`config.mk`:
```
export PLATFORM = sky130hd
export DESIGN_NAME = iter_muldiv
export DESIGN_NICKNAME = d
export VERILOG_FILES = /design/src/rtl/iter_muldiv_pkg.sv /design/src/rtl/iter_muldiv_md_sign_fix.sv /design/src/rtl/iter_muldiv.sv
export SDC_FILE = /design/constraint.sdc
export NUM_CORES = 1
export LEC_CHECK = 0
export CAP_MARGIN = 10
export CORE_MARGIN = 5
export CORE_UTILIZATION = 40
export CTS_BUF_LIST = sky130_fd_sc_hd__clkbuf_16
export CTS_CLUSTER_SIZE = 12
export DETAILED_ROUTE_END_ITERATION = 8
export DONT_BUFFER_PORTS = 1
export SETUP_SLACK_MARGIN = 0.15
export SLEW_MARGIN = 20
export SYNTH_ARGS = -nofsm -noshare
export SYNTH_HDL_FRONTEND = slang
export SYNTH_SLANG_ARGS = --single-unit
export TNS_END_PERCENT = 50
```
`constraint.sdc`:
```
create_clock -name clk -period 3.4 [get_ports clk]
set_clock_uncertainty 0.05 [all_clocks]
set_input_delay 0.68 -clock clk [delete_from_list [all_inputs] [get_ports clk]]
set_output_delay 0.68 -clock clk [all_outputs]
set_load 0.03 [all_outputs]
```
`src/rtl/iter_muldiv_pkg.sv`:
```
// Shared encodings for the iterative multiply/divide unit.
package iter_muldiv_pkg;

    // Operation select on op_i
    typedef enum logic [1:0] {
        MD_MULT  = 2'b00,
        MD_MULTU = 2'b01,
        MD_DIV   = 2'b10,
        MD_DIVU  = 2'b11
    } md_op_e;

    // Sequencer states
    typedef enum logic [1:0] {
        MD_IDLE = 2'b00,
        MD_CALC = 2'b01,
        MD_FIX  = 2'b10,
        MD_DONE = 2'b11
    } md_state_e;

    localparam logic MdStart          = 1'b1;
    localparam logic MdStop           = 1'b0;
    localparam logic MdResultReady    = 1'b1;
    localparam logic MdResultNotReady = 1'b0;

endpackage

```
`src/rtl/iter_muldiv_md_sign_fix.sv`:
```
// Conditional two's-complement negation; used for operand magnitude and
// for the final sign correction of product, quotient and remainder.
module md_sign_fix #(
    parameter int N = 64
) (
    input  logic [N-1:0] value_in,
    input  logic         neg,
    output logic [N-1:0] value_out
);

    assign value_out = neg ? (~value_in + {{(N-1){1'b0}}, 1'b1}) : value_in;

endmodule

```
`src/rtl/iter_muldiv.sv`:
```
// Iterative signed/unsigned multiply and divide for the EX stage.
// MUL: WIDTH shift-add steps on magnitudes; DIV: WIDTH restoring steps.
// A single FIX cycle applies the sign, then ready_o pulses for one cycle.
module iter_muldiv
    import iter_muldiv_pkg::*;
#(
    parameter int WIDTH = 32
) (
    input  logic               clk,
    input  logic               rst,
    input  logic               start_i,
    input  logic [1:0]         op_i,
    input  logic [WIDTH-1:0]   opdata1_i,
    input  logic [WIDTH-1:0]   opdata2_i,
    input  logic               annul_i,
    output logic               busy_o,
    output logic               ready_o,
    output logic [2*WIDTH-1:0] result_o,
    output logic               div_zero_o
);

    localparam int CW = $clog2(WIDTH + 1);
    localparam logic [CW-1:0] LAST = CW'(WIDTH - 1);

    md_state_e          state;
    logic               is_div;
    logic               sign1, sign2;
    logic [CW-1:0]      count;
    logic [2*WIDTH-1:0] mcand, prod;
    logic [WIDTH-1:0]   mplier;
    logic [WIDTH-1:0]   rem, quot, divisor;

    logic               signed_op, sign_a, sign_b;
    logic [WIDTH-1:0]   abs_a, abs_b;
    logic [WIDTH:0]     partial, diff;
    logic [2*WIDTH-1:0] prod_fixed, fix_result;
    logic [WIDTH-1:0]   quot_fixed, rem_fixed;

    // Operand magnitudes: MIN_INT maps to 2^(WIDTH-1) as an unsigned value
    assign signed_op = (op_i == MD_MULT) || (op_i == MD_DIV);
    assign sign_a    = signed_op & opdata1_i[WIDTH-1];
    assign sign_b    = signed_op & opdata2_i[WIDTH-1];

    md_sign_fix #(.N(WIDTH)) u_abs_a (.value_in(opdata1_i), .neg(sign_a), .value_out(abs_a));
    md_sign_fix #(.N(WIDTH)) u_abs_b (.value_in(opdata2_i), .neg(sign_b), .value_out(abs_b));

    // Restoring divide step; diff[WIDTH] is the borrow (partial < divisor)
    assign partial = {rem, quot[WIDTH-1]};
    assign diff    = partial - {1'b0, divisor};

    // Sign correction: quotient/product by sign1^sign2, remainder by dividend sign.
    // MIN_INT / -1 wraps back to MIN_INT with remainder 0 on its own.
    md_sign_fix #(.N(2*WIDTH)) u_fix_prod (.value_in(prod), .neg(sign1 ^ sign2), .value_out(prod_fixed));
    md_sign_fix #(.N(WIDTH))   u_fix_quot (.value_in(quot), .neg(sign1 ^ sign2), .value_out(quot_fixed));
    md_sign_fix #(.N(WIDTH))   u_fix_rem  (.value_in(rem),  .neg(sign1),         .value_out(rem_fixed));

    assign fix_result = is_div ? {rem_fixed, quot_fixed} : prod_fixed;

    // Sequencer and datapath registers
    always_ff @(posedge clk or negedge rst) begin
        if (!rst) begin
            state      <= MD_IDLE;
            is_div     <= 1'b0;
            sign1      <= 1'b0;
            sign2      <= 1'b0;
            count      <= '0;
            mcand      <= '0;
            prod       <= '0;
            mplier     <= '0;
            rem        <= '0;
            quot       <= '0;
            divisor    <= '0;
            busy_o     <= MdStop;
            ready_o    <= MdResultNotReady;
            result_o   <= '0;
            div_zero_o <= 1'b0;
        end else if (annul_i) begin
            // Flush: drop the operation, keep the last published result
            state   <= MD_IDLE;
            busy_o  <= MdStop;
            ready_o <= MdResultNotReady;
        end else begin
            case (state)
                MD_IDLE: begin
                    ready_o <= MdResultNotReady;
                    if (start_i == MdStart) begin
                        is_div     <= op_i[1];
                        sign1      <= sign_a;
                        sign2      <= sign_b;
                        count      <= '0;
                        div_zero_o <= 1'b0;
                        if (op_i[1] && (opdata2_i == '0)) begin
                            state      <= MD_DONE;
                            result_o   <= {opdata1_i, {WIDTH{1'b1}}};
                            div_zero_o <= 1'b1;
                            ready_o    <= MdResultReady;
                        end else begin
                            state   <= MD_CALC;
                            busy_o  <= MdStart;
                            mcand   <= {{WIDTH{1'b0}}, abs_a};
                            mplier  <= abs_b;
                            prod    <= '0;
                            rem     <= '0;
                            quot    <= abs_a;
                            divisor <= abs_b;
                        end
                    end
                end
                MD_CALC: begin
                    if (is_div) begin
                        rem  <= diff[WIDTH] ? partial[WIDTH-1:0] : diff[WIDTH-1:0];
                        quot <= {quot[WIDTH-2:0], ~diff[WIDTH]};
                    end else begin
                        if (mplier[0]) prod <= prod + mcand;
                        mcand  <= mcand << 1;
                        mplier <= mplier >> 1;
                    end
                    count <= count + CW'(1);
                    if (count == LAST) state <= MD_FIX;
                end
                MD_FIX: begin
                    result_o <= fix_result;
                    busy_o   <= MdStop;
                    ready_o  <= MdResultReady;
                    state    <= MD_DONE;
                end
                default: begin
                    ready_o <= MdResultNotReady;
                    state   <= MD_IDLE;
                end
            endcase
        end
    end

endmodule

```
# After elaboration in Yosys (flattened, before gate mapping)

Index checks and enable logic that the tools add are counted.

Bitwise logic cells: 11
Reductions and logical operators: 17
$add $sub $neg: 8
Multiplexer cells: 46
Equality and inequality tests: 14

Operator list:

| operator                                             | count |
|---|---|
| 2-to-1 mux 64 bit                                    | 11 |
| 2-to-1 mux 32 bit                                    | 14 |
| case mux 64 bit (2 select lines)                     | 3 |
| case mux 32 bit (2 select lines)                     | 3 |
| adder 32 x 1 -> 32 bit (second input constant)       | 4 |
| inverter 32 bit                                      | 4 |
| adder 64 x 1 -> 64 bit (second input constant)       | 1 |
| adder 64 bit                                         | 1 |
| inverter 64 bit                                      | 1 |
| subtractor 33 x 32 -> 33 bit                         | 1 |
| zero test 32 bit                                     | 1 |
| inequality test 2 bit (second input constant)        | 7 |
| case mux 6 bit (2 select lines)                      | 1 |
| AND reduction 5 bit                                  | 2 |
| inequality test 3 bit (second input constant)        | 3 |
| AND reduction 3 bit                                  | 3 |
| 2-to-1 mux 2 bit                                     | 4 |
| AND reduction 4 bit                                  | 2 |
| adder 6 x 1 -> 6 bit (second input constant)         | 1 |
| equality test 6 x 5 -> 1 bit (second input constant) | 1 |
| 2-to-1 mux 1 bit                                     | 6 |
| 2-to-1 mux 6 bit                                     | 1 |
| case mux 2 bit (3 select lines)                      | 1 |
| AND reduction 6 bit                                  | 1 |
| other kinds (13)                                     | 19 |

Logic and storage cells: 111
Bits of input ports: 70
Output and inout port bits: 67
Register bits after elaboration: 334

# Logic depth before layout (Yosys ltp)

Depth after elaboration: 7
Depth in mapped cells: 15
Mapped depth without buffers: 14

# By module

A second synthesis with hierarchy kept.

Cell total of the unflattened synthesis: 2972
Area, all modules: 25222.9 um^2

Modules (own cells, without submodules):

| module                    | instances | area each (um^2) | seq. area each (um^2) | cells an instance |
|---|---|---|---|---|
| iter_muldiv               | 1         | 20465.9          | 8358.0                | 2370 |
| md_sign_fix (u_abs_a ...) | 4         | 777.0            | 0.0                   | 99 |
| md_sign_fix (u_fix_prod)  | 1         | 1649.1           | 0.0                   | 206 |

# Worst setup path after synthesis

No wires, ideal clock.

Path type: register to register
Start: reg quot[31]
End: reg rem[12]
Slack: -0.234 ns
Library setup time: 0.069 ns
Cell stages (with the launch flop): 16
Path buffers: 1
Arrival: 3.515 ns
Data required time: 3.281 ns
Period minus slack after synthesis: 3.634 ns
Cells stage by stage: dfrtp_1 inv_1 ha_1 fa_1 nor2b_1 o21ai_0 a21boi_1 o211ai_1 a21oi_1 a41o_1 a41oi_1 o21ai_1 xor2_1 buf_2 nand4b_1 nand3_1

Cells in the longest elaborated chain, start to end: 4

Ends and longest elaborated chain:

| what                             | line               | source |
|---|---|---|
| start: declaration               | iter_muldiv.sv:31  | `logic [WIDTH-1:0] rem, quot, divisor;` |
| start signal: assignment         | iter_muldiv.sv:104 | `quot <= abs_a;` |
| start signal: assignment         | iter_muldiv.sv:112 | `quot <= {quot[WIDTH-2:0], ~diff[WIDTH]};` |
| subtractor 33 x 32 -> 33 bit     | iter_muldiv.sv:49  | `assign diff = partial - {1'b0, divisor};` |
| 2-to-1 mux 32 bit                | iter_muldiv.sv:111 | `rem <= diff[WIDTH] ? partial[WIDTH-1:0] : diff[WIDTH-1:0];` |
| 2-to-1 mux 32 bit                | iter_muldiv.sv:110 | `if (is_div) begin` |
| case mux 32 bit (2 select lines) | iter_muldiv.sv:83  | `case (state)` |
| end signal: assignment           | iter_muldiv.sv:111 |  |
| end: declaration                 | iter_muldiv.sv:31  |  |

Every way passes these cells. The select of a mux whose other input is x is not followed.
A chain may end at the register's enable or synchronous reset.

# Final worst setup path

Start: reg prod[2]
End: reg result_o[51]

Cells in the longest elaborated chain, start to end: 5

Ends and longest elaborated chain:

| what                             | line                          | source |
|---|---|---|
| start: declaration               | iter_muldiv.sv:29             | `logic [2*WIDTH-1:0] mcand, prod;` |
| start signal: assignment         | iter_muldiv.sv:114            | `if (mplier[0]) prod <= prod + mcand;` |
| inverter 64 bit                  | iter_muldiv_md_sign_fix.sv:11 | `assign value_out = neg ? (~value_in + {{(N-1){1'b0}}, 1'b1}) : value_in;` |
| adder 64 x 1 -> 64 bit           | iter_muldiv_md_sign_fix.sv:11 |  |
| 2-to-1 mux 64 bit                | iter_muldiv_md_sign_fix.sv:11 |  |
| 2-to-1 mux 64 bit                | iter_muldiv.sv:57             | `assign fix_result = is_div ? {rem_fixed, quot_fixed} : prod_fixed;` |
| case mux 64 bit (2 select lines) | iter_muldiv.sv:83             |  |
| end signal: assignment           | iter_muldiv.sv:94             | `result_o <= {opdata1_i, {WIDTH{1'b1}}};` |
| end signal: assignment           | iter_muldiv.sv:122            | `result_o <= fix_result;` |
| end: declaration                 | iter_muldiv.sv:18             | `output logic [2*WIDTH-1:0] result_o,` |

Every way passes these cells.

==> impl_metrics.toml <==
[placed_design]
post-place-ws_ps = -321.3
dp_cells = 3831
portBuffers = 0
gp_congestion = 0.9804
dp_hpwl_um = 62820

[timing]
period_share_pct = 103.2
tightest_slew_ps = 710.4
fin_ws_ps = -107.4
min_period_ps = 3507
holdWs_ps = -257.3
relSlewSlack_pct = 52.64
final_max_slew_viol_count = 0
rsz0062_at_grt = "true"
fmax_ghz = 0.2851
setup_violations = 6
finalHoldViolCount = 334

[cts]
h-tree-depth = 2
clock-sinks = 334
cts_tree = "built"
numCtsBuffers = 41
clk_pin_slew_ps = 60
cts_buffer_depth = 3
cts_root_buf = "clkbuf_16"
clock_latency_ps = 580

[pwr]
max-vdd-ir-drop_mv = 0.7226
p_per_area_mw_per_mm2 = 997.0
p_leak_uw = 0.01359
power.total_uw = 29410

[yosys]
synth_nets = 3134
yosys.area.top_type_share_pct = 35.22
netlist_area_sq_mm = 0.02373
synth_edf_count = 0
synth_ff_type = "dfrtp_1"
synth.distinct_cells = 74
ys_seq_elements = 334
syn_inst = 2957
yosysSeqAreaShare_pct = 35.22
synthTopCellsByArea = "dfrtp_1 35%, nand2_1 6.9%, o21ai_0 6.3%"
yosys_warnings = 0
syn_avg_cell_area_sq_um = 8.024
synth_top_cell_by_area = "dfrtp_1"
async_flop_share_pct = 100.0

[job]
drv_cap = 0

[global_routing]
antenna_found_initial = 1
grt_pass1_vias = 22400
grt_max_degree = 335
grt_pass1_wl_um = 129500
grtUsageTotal_pct = 25.19
grt-ovfl-total = 0

[floorplanning]
start_util_pct = 40.28
die_w_um = 253.6
row_count = 89
io_pins = 137
core_region_area_sq_mm = 0.05891
die_area_sq_mm = 0.06429
dieHeight_um = 253.6

[status]
failed_checks = "negative hold slack, negative setup slack"
status = "finished with violations"

[detailed_routing]
wire_per_inst_um = 21.29
firstDrtPassIters = 6
detailroute.via_count = 22960
wirelength_um = 84220
first_iter_violations = 1846
drc = 0
final_antenna_net_count = 0
vias_per_cell = 5.804

[worst_setup_path]
crit_path_top_delay_cell = "or4_4"
cp-start-kind = "register"
cpMostUsedCell = "buf_6"
worstPathBufferInverterCount = 3
crit_required_ps = 3820
cpPeakStageDelay_ps = 450
crit_chain = "buf_6 -> or3_4 -> or4_4 -> nor4b_4 -> nand2_4 -> buf_4 -> buf_6 -> or2_4 -> o41ai_4 -> xor2_2 -> o21ai_2 -> mux2i_2 -> o21ai_1"
path_delay_family = "simple AND/OR/NAND/NOR gates"
critPathMaxFanout = 3
worstPathArrival_ps = 3930
crit_type = "reg2reg"
worst_setup_path_end_kind = "register"

[layout]
syn2layout_area_growth_pct = 24.30
layout-drive-gt1-share_pct = 19.04
final.fill_count = 5501
n_antenna_cell = 0
fin_nets = 3330
stdcell_count = 3955

[min_path]
hold_path.class = "in2async"
flip-flops by register name (all words and copies together), names as in the netlist:
signal and flops:
count 6, mplier 32, divisor 32, state 2, result_o 64, sign1 1
rem 32, is_div 1, mcand 64, div_zero_o 1, ready_o 1, sign2 1
quot 32, busy_o 1, prod 64
power breakdown:
| part | internal [uW] | switching, uW | leakage, uW |
|---|---|---|---|
| sequential | 5350 | 2260 | 0.00432 |
| clock | 2500 | 1830 | 0.000647 |
| combinational | 7410 | 10100 | 0.00862 |
per-stage QoR:
step	TNS (ps)	instance area, sq um	utilization [%]	hold slack, ps
3_5_place_dp	-6646	26380	44.79	343.6
3_3_place_gp	-3611	26380	44.79	343.1
5_1_grt	-4179	29490	50.07	-282.8
2_1_floorplan	0	23800	-	334.4
6_report	-265.4	29490	50.07	-257.3
4_1_cts	-111.3	28540	48.44	-293.0
metal layers:
layer / track usage [%] / share of wire (%)
met1: 30.85 / 40
met2: 42.76 / 48
met3: 4.084 / 5.7
met4: 13.28 / 6.0
met5: 0 / 0
synthesized netlist by cell type (all sizes together) (6+ instances only):
| master | n |
|---|---|
| inv | 77 |
| nand4 | 20 |
| mux2i | 28 |
| o211ai | 23 |
| nor2b | 17 |
| xor2 | 121 |
| a221o | 6 |
| a22o | 30 |
| a21o | 90 |
| o21a | 12 |
| o21ai | 301 |
| ha | 105 |
| a32oi | 6 |
| and3 | 16 |
| nand3 | 111 |
| a41oi | 6 |
| dfrtp | 334 |
| buf | 22 |
| nor4 | 29 |
| or3 | 33 |
| a31oi | 24 |
| xnor2 | 144 |
| nor3 | 38 |
| a21boi | 10 |
| nor2 | 259 |
| nand2b | 17 |
| nand2 | 438 |
| or4 | 18 |
| o31ai | 102 |
| o41ai | 20 |
| a21oi | 242 |
| and2 | 12 |
| clkbuf | 153 |
| o21bai | 14 |
| or2 | 11 |
| a211oi | 9 |
layout make-up:
cell class	instances	area [sq um]	area share, %
clock inverter	31	271.5	0.9205
clock buffer	41	1026	3.479
sequential	334	8364	28.36
multi-input combinational	2372	15840	53.69
tap	773	967.2	3.279
inverter	77	299.0	1.014
timing repair buffer	327	2730	9.256
final timing paths:
path | from | to | slack, ps | cells past startpoint
setup / recovery | prod[2]$_DFFE_PN0P_ | result_o[51]$_DFFE_PN0P_ | -110 | 13
hold / removal | rst | quot[6]$_DFFE_PN0P_ | -260 | 0
setup reg to reg | prod[2]$_DFFE_PN0P_ | result_o[51]$_DFFE_PN0P_ | -110 | 13
hold reg to reg | mplier[16]$_DFFE_PN0P_ | mplier[16]$_DFFE_PN0P_ | 430 | 2
max in group asynchronous | rst | is_div$_DFFE_PN0P_ | 3020 | 0
min in group clk | annul_i | busy_o$_DFFE_PN0P_ | 120 | 1
layout by cell type, fill, tap and decap left out, types with 36 or more instances in the layout:
cell       count
inv_1         74
dfrtp_1      331
nand3_1       84
a21oi_1      222
buf_4        286
o21ai_0      252
ha_1          87
nand2_1      429
xor2_1       114
a21o_1        90
o31ai_1       96
nor2_1       250
xnor2_1      137
nor3_1        36
clkbuf_16     41
worst register-to-register path: stages (launching register included):
cell and delay [ps]:
dfrtp_1 400, buf_6 130, or3_4 360, or4_4 450, nor4b_4 370, nand2_4 100
buf_4 150, buf_6 120, or2_4 240, o41ai_4 330, xor2_2 270, o21ai_2 110
mux2i_2 250, o21ai_1 90
kinds of logic after synthesis:
logic type               Yosys count  synth area share, %
adder cells (fa/ha/maj)          107                5.706
AND/OR/NAND/NOR                 1042                19.80
XOR/XNOR                         265                9.782
buffers and inverters            252                4.045
multiplexers                      32                1.418
AO/OA/AOI/OAI                    925                24.02
flip-flops                       334                35.22
repair_timing:
item | CTS | global route
resized for setup | 150 | 166
pin swaps | 75 | 85
cloned | 3 | 0
buffers inserted | 25 | 24
setup endpoints to repair | 95 | 96
hold endpoints to repair | 334 | 334
Note: power is estimated with default switching activity, not from simulation.
